$ cat config.mk
export PLATFORM = sky130hd
export DESIGN_NAME = openhmc_rf_access_master_flat
export DESIGN_NICKNAME = d
export VERILOG_FILES = /design/src/rtl/openhmc_rf_access_master_if.sv /design/src/rtl/openhmc_rf_access_master.sv /design/src/flat_wrapper.sv
export SDC_FILE = /design/constraint.sdc
export NUM_CORES = 1
export LEC_CHECK = 0
export CORE_MARGIN = 3
export CORE_UTILIZATION = 41
export DETAILED_ROUTE_END_ITERATION = 10
export PLACE_DENSITY = 0.89
export SLEW_MARGIN = 20
export SYNTH_ARGS = -nofsm -noshare
export SYNTH_HDL_FRONTEND = slang
export SYNTH_SLANG_ARGS = --single-unit
$ cat constraint.sdc
create_clock -name clk_hmc -period 2.5 [get_ports clk_hmc]
set_input_delay 0.5 -clock clk_hmc [delete_from_list [all_inputs] [get_ports clk_hmc]]
set_output_delay 0.5 -clock clk_hmc [all_outputs]
set_load 0.02 [all_outputs]
$ cat src/rtl/openhmc_rf_access_master_if.sv
// Command/response channel between a requester and the RF access master.
// The requester is the master; the RF access master is the slave.
interface openhmc_rf_access_master_if #(
   parameter int HMC_RF_AWIDTH = 4,
   parameter int HMC_RF_WWIDTH = 64,
   parameter int HMC_RF_RWIDTH = 64
);
   logic                     cmd_valid;
   logic                     cmd_ready;
   logic                     cmd_write;
   logic [HMC_RF_AWIDTH-1:0] cmd_addr;
   logic [HMC_RF_WWIDTH-1:0] cmd_wdata;
   logic                     rsp_valid;
   logic                     rsp_ready;
   logic [HMC_RF_RWIDTH-1:0] rsp_rdata;
   logic                     rsp_invalid;
   logic                     rsp_timeout;

   modport master (
      output cmd_valid, cmd_write, cmd_addr, cmd_wdata, rsp_ready,
      input  cmd_ready, rsp_valid, rsp_rdata, rsp_invalid, rsp_timeout
   );

   modport slave (
      input  cmd_valid, cmd_write, cmd_addr, cmd_wdata, rsp_ready,
      output cmd_ready, rsp_valid, rsp_rdata, rsp_invalid, rsp_timeout
   );
endinterface

$ cat src/rtl/openhmc_rf_access_master.sv
// Single-outstanding sequencer for the openHMC register-file port, with
// completion timeout and spurious-completion flagging.
//
// state | meaning
// IDLE  | ready for a command; rf_address/rf_write_data hold last access
// ISSUE | one-cycle read or write strobe
// WAIT  | strobes low, counting cycles until completion or timeout
// RESP  | response presented until rsp_ready
module openhmc_rf_access_master #(
   parameter int HMC_RF_AWIDTH  = 4,
   parameter int HMC_RF_WWIDTH  = 64,
   parameter int HMC_RF_RWIDTH  = 64,
   parameter int TIMEOUT_LOG    = 8,
   parameter int TIMEOUT_CYCLES = 255
) (
   input  logic                     clk_hmc,
   input  logic                     res_n_hmc,
   openhmc_rf_access_master_if.slave cmd_rsp,
   output logic [HMC_RF_AWIDTH-1:0] rf_address,
   output logic                     rf_read_en,
   output logic                     rf_write_en,
   output logic [HMC_RF_WWIDTH-1:0] rf_write_data,
   input  logic [HMC_RF_RWIDTH-1:0] rf_read_data,
   input  logic                     rf_access_complete,
   input  logic                     rf_invalid_address,
   output logic                     busy,
   output logic                     spurious_cmpl
);
   typedef enum logic [1:0] {IDLE, ISSUE, WAIT, RESP} state_e;

   localparam logic [TIMEOUT_LOG-1:0] CNT_LAST =
      TIMEOUT_LOG'((TIMEOUT_CYCLES == 0) ? 0 : TIMEOUT_CYCLES - 1);
   localparam logic [TIMEOUT_LOG-1:0] CNT_MAX  = '1;
   localparam bit                     TO_EN    = (TIMEOUT_CYCLES != 0);

   state_e                   state_q, state_d;
   logic                     write_q, write_d;
   logic [HMC_RF_AWIDTH-1:0] addr_q, addr_d;
   logic [HMC_RF_WWIDTH-1:0] wdata_q, wdata_d;
   logic [TIMEOUT_LOG-1:0]   cnt_q, cnt_d;
   logic [HMC_RF_RWIDTH-1:0] rdata_q, rdata_d;
   logic                     invalid_q, invalid_d;
   logic                     timeout_q, timeout_d;
   logic                     spur_q, spur_d;

   always_ff @(posedge clk_hmc or negedge res_n_hmc) begin
      if (!res_n_hmc) begin
         state_q   <= IDLE;
         write_q   <= 1'b0;
         addr_q    <= '0;
         wdata_q   <= '0;
         cnt_q     <= '0;
         rdata_q   <= '0;
         invalid_q <= 1'b0;
         timeout_q <= 1'b0;
         spur_q    <= 1'b0;
      end else begin
         state_q   <= state_d;
         write_q   <= write_d;
         addr_q    <= addr_d;
         wdata_q   <= wdata_d;
         cnt_q     <= cnt_d;
         rdata_q   <= rdata_d;
         invalid_q <= invalid_d;
         timeout_q <= timeout_d;
         spur_q    <= spur_d;
      end
   end

   always_comb begin
      state_d   = state_q;
      write_d   = write_q;
      addr_d    = addr_q;
      wdata_d   = wdata_q;
      cnt_d     = cnt_q;
      rdata_d   = rdata_q;
      invalid_d = invalid_q;
      timeout_d = timeout_q;
      spur_d    = rf_access_complete && ((state_q == IDLE) || (state_q == RESP));
      case (state_q)
         IDLE: begin
            if (cmd_rsp.cmd_valid) begin
               write_d = cmd_rsp.cmd_write;
               addr_d  = cmd_rsp.cmd_addr;
               wdata_d = cmd_rsp.cmd_write ? cmd_rsp.cmd_wdata : '0;
               state_d = ISSUE;
            end
         end
         ISSUE: begin
            if (rf_access_complete) begin
               rdata_d   = write_q ? '0 : rf_read_data;
               invalid_d = rf_invalid_address;
               timeout_d = 1'b0;
               state_d   = RESP;
            end else begin
               cnt_d   = '0;
               state_d = WAIT;
            end
         end
         WAIT: begin
            if (cnt_q != CNT_MAX) cnt_d = cnt_q + 1'b1;
            // Completion takes priority over a coincident timeout.
            if (rf_access_complete) begin
               rdata_d   = write_q ? '0 : rf_read_data;
               invalid_d = rf_invalid_address;
               timeout_d = 1'b0;
               state_d   = RESP;
            end else if (TO_EN && (cnt_q == CNT_LAST)) begin
               rdata_d   = '0;
               invalid_d = 1'b0;
               timeout_d = 1'b1;
               state_d   = RESP;
            end
         end
         RESP: begin
            if (cmd_rsp.rsp_ready) state_d = IDLE;
         end
         default: state_d = IDLE;
      endcase
   end

   assign cmd_rsp.cmd_ready   = (state_q == IDLE);
   assign cmd_rsp.rsp_valid   = (state_q == RESP);
   assign cmd_rsp.rsp_rdata   = rdata_q;
   assign cmd_rsp.rsp_invalid = invalid_q;
   assign cmd_rsp.rsp_timeout = timeout_q;
   assign rf_address          = addr_q;
   assign rf_write_data       = wdata_q;
   assign rf_read_en          = (state_q == ISSUE) && !write_q;
   assign rf_write_en         = (state_q == ISSUE) && write_q;
   assign busy                = (state_q != IDLE);
   assign spurious_cmpl       = spur_q;
endmodule

$ cat src/flat_wrapper.sv
// flat-port wrapper written by rule: the top's interface ports become plain ports
module openhmc_rf_access_master_flat 
#(
   parameter int HMC_RF_AWIDTH  = 4,
   parameter int HMC_RF_WWIDTH  = 64,
   parameter int HMC_RF_RWIDTH  = 64,
   parameter int TIMEOUT_LOG    = 8,
   parameter int TIMEOUT_CYCLES = 255
)
  (clk_hmc, res_n_hmc, rf_address, rf_read_en, rf_write_en, rf_write_data, rf_read_data, rf_access_complete, rf_invalid_address, busy, spurious_cmpl, cmd_rsp_cmd_valid, cmd_rsp_cmd_write, cmd_rsp_cmd_addr, cmd_rsp_cmd_wdata, cmd_rsp_rsp_ready, cmd_rsp_cmd_ready, cmd_rsp_rsp_valid, cmd_rsp_rsp_rdata, cmd_rsp_rsp_invalid, cmd_rsp_rsp_timeout);
  openhmc_rf_access_master_if #(.HMC_RF_AWIDTH(HMC_RF_AWIDTH), .HMC_RF_WWIDTH(HMC_RF_WWIDTH), .HMC_RF_RWIDTH(HMC_RF_RWIDTH)) cmd_rsp_i ();
  input  logic clk_hmc;
  input  logic res_n_hmc;
  output logic [HMC_RF_AWIDTH-1:0] rf_address;
  output logic rf_read_en;
  output logic rf_write_en;
  output logic [HMC_RF_WWIDTH-1:0] rf_write_data;
  input  logic [HMC_RF_RWIDTH-1:0] rf_read_data;
  input  logic rf_access_complete;
  input  logic rf_invalid_address;
  output logic busy;
  output logic spurious_cmpl;
  input wire logic [$bits(cmd_rsp_i.cmd_valid)-1:0] cmd_rsp_cmd_valid;
  input wire logic [$bits(cmd_rsp_i.cmd_write)-1:0] cmd_rsp_cmd_write;
  input wire logic [$bits(cmd_rsp_i.cmd_addr)-1:0] cmd_rsp_cmd_addr;
  input wire logic [$bits(cmd_rsp_i.cmd_wdata)-1:0] cmd_rsp_cmd_wdata;
  input wire logic [$bits(cmd_rsp_i.rsp_ready)-1:0] cmd_rsp_rsp_ready;
  output wire logic [$bits(cmd_rsp_i.cmd_ready)-1:0] cmd_rsp_cmd_ready;
  output wire logic [$bits(cmd_rsp_i.rsp_valid)-1:0] cmd_rsp_rsp_valid;
  output wire logic [$bits(cmd_rsp_i.rsp_rdata)-1:0] cmd_rsp_rsp_rdata;
  output wire logic [$bits(cmd_rsp_i.rsp_invalid)-1:0] cmd_rsp_rsp_invalid;
  output wire logic [$bits(cmd_rsp_i.rsp_timeout)-1:0] cmd_rsp_rsp_timeout;
  assign cmd_rsp_i.cmd_valid = cmd_rsp_cmd_valid;
  assign cmd_rsp_i.cmd_write = cmd_rsp_cmd_write;
  assign cmd_rsp_i.cmd_addr = cmd_rsp_cmd_addr;
  assign cmd_rsp_i.cmd_wdata = cmd_rsp_cmd_wdata;
  assign cmd_rsp_i.rsp_ready = cmd_rsp_rsp_ready;
  assign cmd_rsp_cmd_ready = cmd_rsp_i.cmd_ready;
  assign cmd_rsp_rsp_valid = cmd_rsp_i.rsp_valid;
  assign cmd_rsp_rsp_rdata = cmd_rsp_i.rsp_rdata;
  assign cmd_rsp_rsp_invalid = cmd_rsp_i.rsp_invalid;
  assign cmd_rsp_rsp_timeout = cmd_rsp_i.rsp_timeout;
  openhmc_rf_access_master #(.HMC_RF_AWIDTH(HMC_RF_AWIDTH), .HMC_RF_WWIDTH(HMC_RF_WWIDTH), .HMC_RF_RWIDTH(HMC_RF_RWIDTH), .TIMEOUT_LOG(TIMEOUT_LOG), .TIMEOUT_CYCLES(TIMEOUT_CYCLES)) u_core (.clk_hmc(clk_hmc), .res_n_hmc(res_n_hmc), .cmd_rsp(cmd_rsp_i), .rf_address(rf_address), .rf_read_en(rf_read_en), .rf_write_en(rf_write_en), .rf_write_data(rf_write_data), .rf_read_data(rf_read_data), .rf_access_complete(rf_access_complete), .rf_invalid_address(rf_invalid_address), .busy(busy), .spurious_cmpl(spurious_cmpl));
endmodule
==> results_dict.tcl, run 1 <==
set metrics [dict create \
    grt.total_usage_pct 20.9 \
    synth-seq-cells 146 \
    cts-root-buf "clkbuf_16" \
    die_w_um 126 \
    slew_headroom_pct 54.9 \
    grt.busiest_layer "met2" \
    clkLatencyLatePin_ns 0.41 \
    clock_path_buffers 2 \
    seq_area_frac_synth_pct 62.3 \
    p_per_area_mw_per_mm2 1210 \
    grt_pass1_vias 5028 \
    min_path_type "primary input to asynchronous set/reset pin" \
    synthAdderAreaFrac_pct 1.49 \
    grt_use_met1_pct 25.6 \
    reg2reg_to "u_core.cmd_rsp.rsp_rdata[24]$_DFFE_PN0P_" \
    status "complete, no violations" \
    rsz0062_at_grt "no" \
    p_total_mw 11.3 \
    synth_top_area_share_pct 62.3 \
    tightest_slew_ns 0.677 \
    clock-sinks 146 \
    gr-usage-met3_pct 10.6 \
    r2r-start "u_core.state_q[0]$_DFFE_PN0P_" \
    reg2regPathDepth 6 \
    setup_tns_ns 0 \
    worst_ep_required_time_ns 2.84 \
    routedWlPerCell_um 16.7 \
    antenna_found_initial 0 \
    cts.clk_slew.worst_paths_ns 0.06 \
    die_h_um 126 \
    fin_crit_sh_pct 87.2 \
    crit_path_cell_trace "inv_1 > ha_1 > or2_4 > o21ai_4 > buf_4 > a22o_1" \
    max_stage_delay_ns 0.54 \
    antenna_left 0 \
    io_pins 279 \
    gp_congestion 0.801 \
    finalMaxSlewViolations 0 \
    synth-async-reset-ratio_pct 100 \
    synth-simple-area-share_pct 12.2 \
    critical_path.n_buffers_inverters 2 \
    grt-ovfl-total 0 \
    synth_largest_area_cell "dfrtp_1" \
    synth_flop_cell "dfrtp_1" \
    vias 4990 \
    syn_inst 520 \
    drc 0 \
    cts_tree "yes" \
    maxCapViolCount 0 \
    fmax_mhz 458 \
    numPortBuffers 278 \
    drtIter0Drc 276 \
    synth-edff-count 0 \
    dr.pass1.iters 4 \
    fin_util_pct 67.1 \
    reg2reg_slack_ns 0.32 \
    vdd_drop_max_v 0.000773 \
    synthMuxAreaShare_pct 1.49 \
    cts_buffers 17 \
    synth_compound_area_share_pct 17.3 \
    area_growth_pct 59.4 \
    synth-xor-area-share_pct 0 \
    grt_pass1_wl_um 26300 \
    yosys-top-cells-count "dfrtp_1 (146), nand2_1 (143), o21ai_0 (66)" \
    synth_nets 666 \
    yosysWarnings 0 \
    crit_arrival_ns 2.52 \
    dpl.hpwl_um 11600 \
    hold_viol_final 0 \
    setup-violations-final 0 \
    min_period_ns 2.18 \
    critPathTopFamily "buffers and inverters" \
    grt_max_degree 66 \
    synth.most_common_cell "dfrtp_1" \
    num_antenna_cells 0 \
    ys_types 39 \
    wirelength_um 16400 \
    start_kind "flop" \
    drt-vias-per-instance 5.07 \
    path_max_fanout 65 \
    p_leak_nw 4.22 \
    initial_core_util_pct 42.1 \
    drive_above_1_share_pct 7.34 \
    met2_usage_pct 33.2 \
    synth_top_cells_by_area "dfrtp_1 (62%), a22o_1 (9.7%), nand2_1 (9.2%), o21ai_0 (5.6%), buf_8 (2.6%)" \
    cts-hold-fix-buffers 0 \
    core-area_mm2 0.0139 \
    cp_slowest_cell "buf_4" \
    endpoint_kind "flop" \
    nets 937 \
    synth_top_family_by_area "compound AO/OA/AOI/OAI gates" \
    critPathKind "flop to flop" \
    syn_area_per_cell_um2 11.3 \
    clock_skew_ns 0.00926 \
    die_area_mm2 0.0158 \
    rows 43 \
    htreeDepth 4 \
    syn_area_mm2 0.00587 \
]
## logic make-up (layout without fill, tap and decap cells)
group | Yosys count | in the layout
multiplexers | 8 | 8
adder cells (fa/ha/maj) | 7 | 7
AO/OA/AOI/OAI | 146 | 146
AND/OR/NAND/NOR | 169 | 169
buffers and inverters | 44 | 328
flip-flops | 146 | 146
## worst max-delay path by stage
stage               slack [ns]  cells past startpoint                                       end                     startpoint
detailed placement        0.31                      5               u_core.cnt_q[3]$_DFFE_PN0P_             rf_access_complete
CTS                      0.001                      4                                      busy  u_core.state_q[0]$_DFFE_PN0P_
global placement          0.38                      5               u_core.cnt_q[3]$_DFFE_PN0P_             rf_access_complete
floorplan                 0.77                      7  u_core.cmd_rsp.rsp_rdata[10]$_DFFE_PN0P_  u_core.state_q[1]$_DFFE_PN0P_
finish                    0.32                      6  u_core.cmd_rsp.rsp_rdata[24]$_DFFE_PN0P_  u_core.state_q[0]$_DFFE_PN0P_
global route              0.16                      7               u_core.cnt_q[2]$_DFFE_PN0P_  u_core.state_q[0]$_DFFE_PN0P_
## through the flow
step                cells  setup slack [ns]  area, µm²  hold slack [ns]
CTS                   984           0.00112       9340           0.0396
global placement      952             0.376       8750            0.459
detailed placement    952             0.312       8750            0.469
global route          984             0.164       9350           0.0417
finish                984             0.319       9350           0.0362
floorplan             520             0.772       5870            0.204
## metal layers
metal	wire, µm	up-vias
met1	6600	2391
met4	208	0
met3	1870	15
met2	7780	235
li1	-	2349
met5	0	-
## cell type report
cell class / instances / area, µm²
well taps: 180 / 225
repair buffers: 289 / 2920
flip-flops and latches: 146 / 3650
fillers: 988 / 4580
clock inverters: 12 / 155
inverters: 7 / 26.3
multi-input cells: 330 / 1930
clock buffers: 20 / 437
## registers in the layout, summed over array words and instances (netlist names)
name                        flops
u_core.cmd_rsp.rsp_rdata       64
u_core.rf_write_data           64
u_core.cnt_q                    8
u_core.rf_address               4
u_core.state_q                  2
u_core.cmd_rsp.rsp_invalid      1
u_core.cmd_rsp.rsp_timeout      1
u_core.spurious_cmpl            1
u_core.write_q                  1
## layout by cell type, fill, tap and decap left out, types with 2 or more instances in the layout
cell type,count
or4b_1,2
o221ai_1,2
bufinv_16,3
dfrtp_1,146
nor2_1,4
clkbuf_1,3
clkbuf_16,17
clkinv_4,2
inv_1,7
dlymetal6s2s_1,4
mux2i_1,2
mux2_2,6
nand4_1,2
o21ai_1,3
buf_12,4
nand2_1,142
clkdlybuf4s50_1,272
a2bb2oi_1,2
inv_6,2
clkinvlp_4,2
nand3_1,6
ha_1,6
buf_4,7
o21ai_0,66
a22o_1,65
clkinv_2,3
## power breakdown
group          switching, mW  leakage [nW]  total, mW  internal, mW
clock network          0.984         0.285       2.56          1.57
logic                   2.56          2.04       4.99          2.43
registers              0.511          1.89       3.75          3.24
total                   4.05          4.22       11.3          7.24
## worst register-to-register path: stages, from the launching register on
cell,delay [ns]
dfrtp_1,0.38
inv_1,0.11
ha_1,0.39
or2_4,0.33
o21ai_4,0.06
buf_4,0.54
a22o_1,0.31
## repair_timing
action,4_1_cts,5_1_grt
buffers inserted,0,0
setup endpoints to repair,2,4
gates resized for setup,1,4
Power figures use the tool's default switching activity.
==> inputs of run 2 (changes only) <==
--- a/config.mk
+++ b/config.mk
@@ -5,10 +5,11 @@
 export SDC_FILE = /design/constraint.sdc
 export NUM_CORES = 1
 export LEC_CHECK = 0
+export ABC_AREA = 1
 export CORE_MARGIN = 3
-export CORE_UTILIZATION = 41
+export CORE_UTILIZATION = 43
 export DETAILED_ROUTE_END_ITERATION = 10
-export PLACE_DENSITY = 0.89
+export PLACE_DENSITY = 0.9
 export SLEW_MARGIN = 20
 export SYNTH_ARGS = -nofsm -noshare
 export SYNTH_HDL_FRONTEND = slang
==> constraint.sdc (replaced) <==
create_clock -name clk_hmc -period 2.1 [get_ports clk_hmc]
set_input_delay 0.42 -clock clk_hmc [delete_from_list [all_inputs] [get_ports clk_hmc]]
set_output_delay 0.42 -clock clk_hmc [all_outputs]
set_load 0.02 [all_outputs]
==> results_dict.tcl, run 2 <==
set metrics [dict create \
    clock-sinks 146 \
    ys_types 20 \
    cts_buffers 17 \
    core-area_mm2 0.0148 \
    drc 0 \
    rows 44 \
    synth-edff-count 0 \
    antenna_found_initial 1 \
    p_total_mw 15.1 \
    finalMaxSlewViolations 0 \
    fmax_mhz 501 \
    min_path_type "flop to flop" \
    gp_congestion 0.891 \
    initial_core_util_pct 44.5 \
    p_leak_nw 5.07 \
    syn_area_per_cell_um2 7.94 \
    vdd_drop_max_v 0.000860 \
    drive_above_1_share_pct 5.69 \
    die_w_um 130 \
    p_per_area_mw_per_mm2 1480 \
    die_h_um 130 \
    fin_crit_sh_pct 95.0 \
    drt-vias-per-instance 4.94 \
    start_kind "flop" \
    seq_area_frac_synth_pct 55.6 \
    synth_nets 973 \
    fin_util_pct 69.1 \
    status "complete, no violations" \
    cp_slowest_cell "dfrtp_1" \
    pwr-share-clk_pct 19.9 \
    routedWlPerCell_um 15.1 \
    combPwrFrac_pct 49.7 \
    synth_flop_cell "dfrtp_1" \
    maxCapViolCount 0 \
    grt_pass1_vias 6218 \
    grt_pass1_wl_um 30600 \
    cts.clk_slew.worst_paths_ns 0.06 \
    htreeDepth 4 \
    vias 6380 \
    hold_viol_final 0 \
    synth_top_area_share_pct 55.6 \
    slew_headroom_pct 73.0 \
    fillCellCount 1069 \
    antenna_left 0 \
    pwr-share-seq_pct 30.5 \
    yosys-top-cells-count "nand2_1 (311), dfrtp_1 (146), inv_1 (85)" \
    place_inst 1258 \
    switchingPower_mw 6.21 \
    cts-root-buf "clkbuf_16" \
    final_cells 1291 \
    p_int_mw 8.93 \
    dr.pass1.iters 5 \
    crit_arrival_ns 1.58 \
    yosysWarnings 0 \
    critPathKind "flop to primary output" \
    clock_skew_ns 0.00635 \
    max_stage_delay_ns 0.43 \
    endpoint_kind "primary output" \
    final_cell_mix "nand2_1 (307), clkdlybuf4s50_1 (271), dfrtp_1 (146)" \
    worst_ep_required_time_ns 1.68 \
    drtIter0Drc 303 \
    synth-async-reset-ratio_pct 100 \
    io_pins 279 \
    switching_share_pct 41.0 \
    grt.total_usage_pct 23.0 \
    dp_slack_ns 0.0908 \
    die_area_mm2 0.0168 \
    syn_inst 827 \
    synth-seq-cells 146 \
    grt-ovfl-total 0 \
    numPortBuffers 278 \
    area_growth_pct 55.2 \
    path_max_fanout 5 \
    clkLatencyLatePin_ns 0.42 \
    nets 1240 \
    cts_tree "yes" \
    synth_top_cells_by_area "dfrtp_1 (56%), nand2_1 (18%), nand3_1 (5.9%), o21ai_0 (5.5%), inv_1 (4.9%)" \
    worst_slack_ns 0.104 \
    reg2reg_slack_ns 0.35 \
    tightest_slew_ns 0.404 \
    dpl.hpwl_um 14100 \
    min_period_ns 2.00 \
    synth.most_common_cell "nand2_1" \
    grt_max_degree 67 \
    setup-violations-final 0 \
    wirelength_um 19500 \
    num_antenna_cells 0 \
    rsz0062_at_grt "no" \
    clock_path_buffers 2 \
    synth_largest_area_cell "dfrtp_1" \
    syn_area_mm2 0.00657 \
    final_common_cell "nand2_1" \
    crit_path_cell_trace "inv_2 > ha_4 > inv_1 > dlygate4sd2_1" \
]
==> run 2: cell types whose count changed in the layout (fill, tap and decap cells not counted), moves of 3 or more <==
cell	delta
nand2_1	+165
nand2_2	+5
dlymetal6s2s_1	-4
nand3_1	+71
inv_1	+77
clkinv_4	+3
a22o_1	-65
clkbuf_1	-3
o21ai_1	-3
dlygate4sd2_1	+3
o21ai_0	+6
nor2_1	+66
mux2_2	-6
buf_12	+5
==> run 2: area by class of cell <==
class / count / area [µm²] / area share, %
clock inverters: 14 / 155 / 1.52
flip-flops and latches: 146 / 3650 / 35.8
repair buffers: 297 / 3030 / 29.7
multi-input cells: 547 / 2370 / 23.2
well taps: 184 / 230 / 2.26
clock buffers: 18 / 439 / 4.31
inverters: 85 / 319 / 3.13
==> run 2: cell families after synthesis <==
family | synth area share, %
xor+xnor | 0.133
fa+ha+maj | 1.33
simple gates | 28.2
flops | 55.6
buf+inv | 8.80
compound gates | 5.92
==> run 2: final timing paths <==
kind | start | endpoint | cells after the start
setup / recovery | u_core.state_q[0]$_DFFE_PN0P_ | busy | 4
min in group asynchronous | res_n_hmc | u_core.cmd_rsp.rsp_rdata[59]$_DFFE_PN0P_ | 2
hold reg to reg | u_core.cmd_rsp.rsp_rdata[3]$_DFFE_PN0P_ | u_core.cmd_rsp.rsp_rdata[3]$_DFFE_PN0P_ | 2
hold / removal | u_core.cmd_rsp.rsp_rdata[3]$_DFFE_PN0P_ | u_core.cmd_rsp.rsp_rdata[3]$_DFFE_PN0P_ | 2
max in group asynchronous | res_n_hmc | u_core.cmd_rsp.rsp_rdata[37]$_DFFE_PN0P_ | 3
setup reg to reg | u_core.state_q[0]$_DFFE_PN0P_ | u_core.cmd_rsp.rsp_rdata[5]$_DFFE_PN0P_ | 9
==> run 2: metrics by stage <==
step / hold slack (ns) / instance area [µm²] / TNS, ns
after CTS: 0.473 / 10200 / -0.00996
final: 0.468 / 10200 / 0
after global routing: 0.482 / 10200 / 0
after floorplan: 0.124 / 6570 / 0
after detailed placement: 0.366 / 9580 / 0
after global placement: 0.365 / 9580 / 0
==> run 2: routing by layer <==
| layer | wire [µm] | vias to the layer above | track usage, % |
|---|---|---|---|
| li1 | - | 3074 | - |
| met1 | 7740 | 2970 | 27.9 |
| met2 | 9280 | 289 | 37.9 |
| met3 | 2060 | 45 | 8.33 |
| met4 | 444 | 2 | 8.13 |
| met5 | 13 | - | 0 |
==> run 2: critical path, delay by kind of cell, from the launching register on <==
kind / cells / cell delay, ns
adder cells (fa/ha/maj): 1 / 0.20
flip-flops: 1 / 0.43
buffers and inverters: 3 / 0.54
==> run 2: power groups by stage <==
stage	registers, mW	logic (mW)	clock network [mW]
6_report	4.61	7.52	3.01
5_1_grt	4.74	8.13	3.18
4_1_cts	4.60	7.56	3.08
3_5_place_dp	4.62	7.53	0
3_3_place_gp	4.57	7.35	0
2_1_floorplan	5.88	2.69	0
==> run 2: what timing repair did <==
action | in CTS | in global routing
hold endpoints to repair | 36 | 0
setup buffers | 0 | 0
gates resized for setup | 7 | 5
pin swaps | 0 | 0
endpoints found under the setup margin | 5 | 4
hold buffers | 1 | 0
==> inputs of run 3 (changes only) <==
==> constraint.sdc (replaced) <==
create_clock -name clk_hmc -period 2.2 [get_ports clk_hmc]
set_input_delay 0.44 -clock clk_hmc [delete_from_list [all_inputs] [get_ports clk_hmc]]
set_output_delay 0.44 -clock clk_hmc [all_outputs]
set_load 0.02 [all_outputs]
==> results_dict.tcl, run 3 (synthesized netlist as in run 2, its figures left out) <==
set metrics [dict create \
    status "complete, no violations" \
    hold_end "u_core.cmd_rsp.rsp_rdata[16]$_DFFE_PN0P_" \
    core-area_mm2 0.0148 \
    worst_ep_required_time_ns 1.76 \
    drc 0 \
    cts.clk_slew.worst_paths_ns 0.06 \
    routedWlPerCell_um 15.8 \
    slew_headroom_pct 67.9 \
    endpoint_kind "primary output" \
    initial_core_util_pct 44.5 \
    die_w_um 130 \
    p_leak_nw 5.10 \
    cts-root-buf "clkbuf_16" \
    vdd_drop_max_v 0.000794 \
    combPwrFrac_pct 48.4 \
    gp_congestion 0.840 \
    crit_arrival_ns 1.65 \
    setup-violations-final 0 \
    fmax_mhz 478 \
    finalMaxSlewViolations 0 \
    die_h_um 130 \
    drt-vias-per-instance 4.95 \
    antenna_found_initial 0 \
    clock_path_buffers 2 \
    io_pins 279 \
    cts_tree "yes" \
    drive_above_1_share_pct 5.42 \
    min-delay-start "u_core.cmd_rsp.rsp_rdata[16]$_DFFE_PN0P_" \
    final_cell_mix "nand2_1 (307), clkdlybuf4s50_1 (271), dfrtp_1 (146)" \
    grt_pass1_vias 6322 \
    clock_skew_ns 0.0114 \
    die_area_mm2 0.0168 \
    switching_share_pct 40.2 \
    nets 1240 \
    p_per_area_mw_per_mm2 1440 \
    grt.total_usage_pct 24.0 \
    htreeDepth 4 \
    wirelength_um 20400 \
    antenna_left 0 \
    numPortBuffers 278 \
    critPathKind "flop to primary output" \
    rows 44 \
    grt_pass1_wl_um 31900 \
    grt-ovfl-total 0 \
    start_kind "flop" \
    area_growth_pct 55.3 \
    dr.pass1.iters 7 \
    path_max_fanout 5 \
    final_common_cell "nand2_1" \
    reg2regPathDepth 8 \
    hold_depth 2 \
    clock-sinks 146 \
    pwr-share-seq_pct 30.1 \
    reg2reg_slack_ns 0.29 \
    worst_slack_ns 0.106 \
    num_antenna_cells 0 \
    grt_max_degree 67 \
    vias 6396 \
    cts_buffers 17 \
    switchingPower_mw 5.90 \
    r2r-start "u_core.state_q[0]$_DFFE_PN0P_" \
    fin_crit_sh_pct 95.2 \
    min_period_ns 2.09 \
    rsz0062_at_grt "yes" \
    reg2reg_to "u_core.cmd_rsp.rsp_rdata[17]$_DFFE_PN0P_" \
    p_int_mw 8.77 \
    tightest_slew_ns 0.482 \
    pwr-share-clk_pct 21.5 \
    dp_slack_ns 0.157 \
    maxCapViolCount 0 \
    drtIter0Drc 359 \
    min_path_type "flop to flop" \
    dpl.hpwl_um 14300 \
    hold_viol_final 0 \
    p_total_mw 14.7 \
    clkLatencyLatePin_ns 0.41 \
]
## run 3: cell types whose count changed in the layout (fill, tap and decap cells not counted), moves of 3 or more
| cell | previous run | this run |
|---|---|---|
| clkinv_4 | 5 | 1 |
| bufinv_16 | 2 | 5 |
| buf_4 | 9 | 12 |
| buf_12 | 9 | 6 |
## run 3: power groups by stage
stage	logic, mW	registers, mW	clock network (mW)
finish	7.10	4.42	3.16
global route	7.70	4.54	3.34
CTS	7.17	4.41	3.22
detailed placement	7.10	4.43	0
global placement	6.93	4.36	0
floorplan	2.57	5.61	0
## run 3: critical path, stage by stage (launching register included)
cell and delay [ns]:
dfrtp_1 0.41, inv_1 0.15, ha_2 0.28, inv_1 0.08, dlygate4sd2_1 0.32
## run 3: cell type report
class,instances,area (µm²)
Clock buffer,19,443
Tap cell,184,230
Timing Repair Buffer,297,2990
Multi-Input combinational cell,547,2360
Sequential cell,146,3650
Clock inverter,13,206
Fill cell,1064,4550
Inverter,85,319
## run 3: metrics by stage
step           util, %  hold slack [ns]  area [µm²]  std cells  setup TNS (ns)
2_1_floorplan        -            0.144        6570        827               0
3_3_place_gp      64.7            0.417        9550       1258               0
3_5_place_dp      64.7            0.416        9550       1258               0
4_1_cts           69.1            0.473       10200       1291               0
5_1_grt           69.1            0.488       10200       1291        -0.00255
6_report          69.1            0.469       10200       1291               0
## run 3: timing repair
| item | 4_1_cts | 5_1_grt |
|---|---|---|
| gates resized for setup | 5 | 3 |
| hold endpoints to repair | 42 | 0 |
| hold buffers | 1 | 0 |
| endpoints found under the setup margin | 4 | 3 |
| buffers inserted | 0 | 0 |
| pin swaps | 0 | 0 |
## run 3: worst max path at each step
| stage | startpoint | slack [ns] | end |
|---|---|---|---|
| floorplan | u_core.state_q[0]$_DFFE_PN0P_ | 0.49 | u_core.rf_write_data[32]$_DFFE_PN0P_ |
| global placement | u_core.state_q[0]$_DFFE_PN0P_ | 0.20 | cmd_rsp_cmd_ready |
| detailed placement | rf_access_complete | 0.16 | u_core.cmd_rsp.rsp_rdata[40]$_DFFE_PN0P_ |
| CTS | u_core.state_q[1]$_DFFE_PN0P_ | 0.03 | cmd_rsp_rsp_valid |
| global route | u_core.state_q[0]$_DFFE_PN0P_ | -0.003 | busy |
| finish | u_core.state_q[0]$_DFFE_PN0P_ | 0.11 | busy |
## run 3: per-layer routing
layer | vias to the layer above | track usage [%] | share of wire [%] | wire [µm]
li1 | 3069 | - | - | -
met5 | - | 0 | 0 | 0
met3 | 32 | 9.77 | 12 | 2370
met2 | 317 | 39.9 | 49 | 9890
met1 | 2978 | 28.1 | 37 | 7600
met4 | 0 | 8.92 | 2.5 | 504
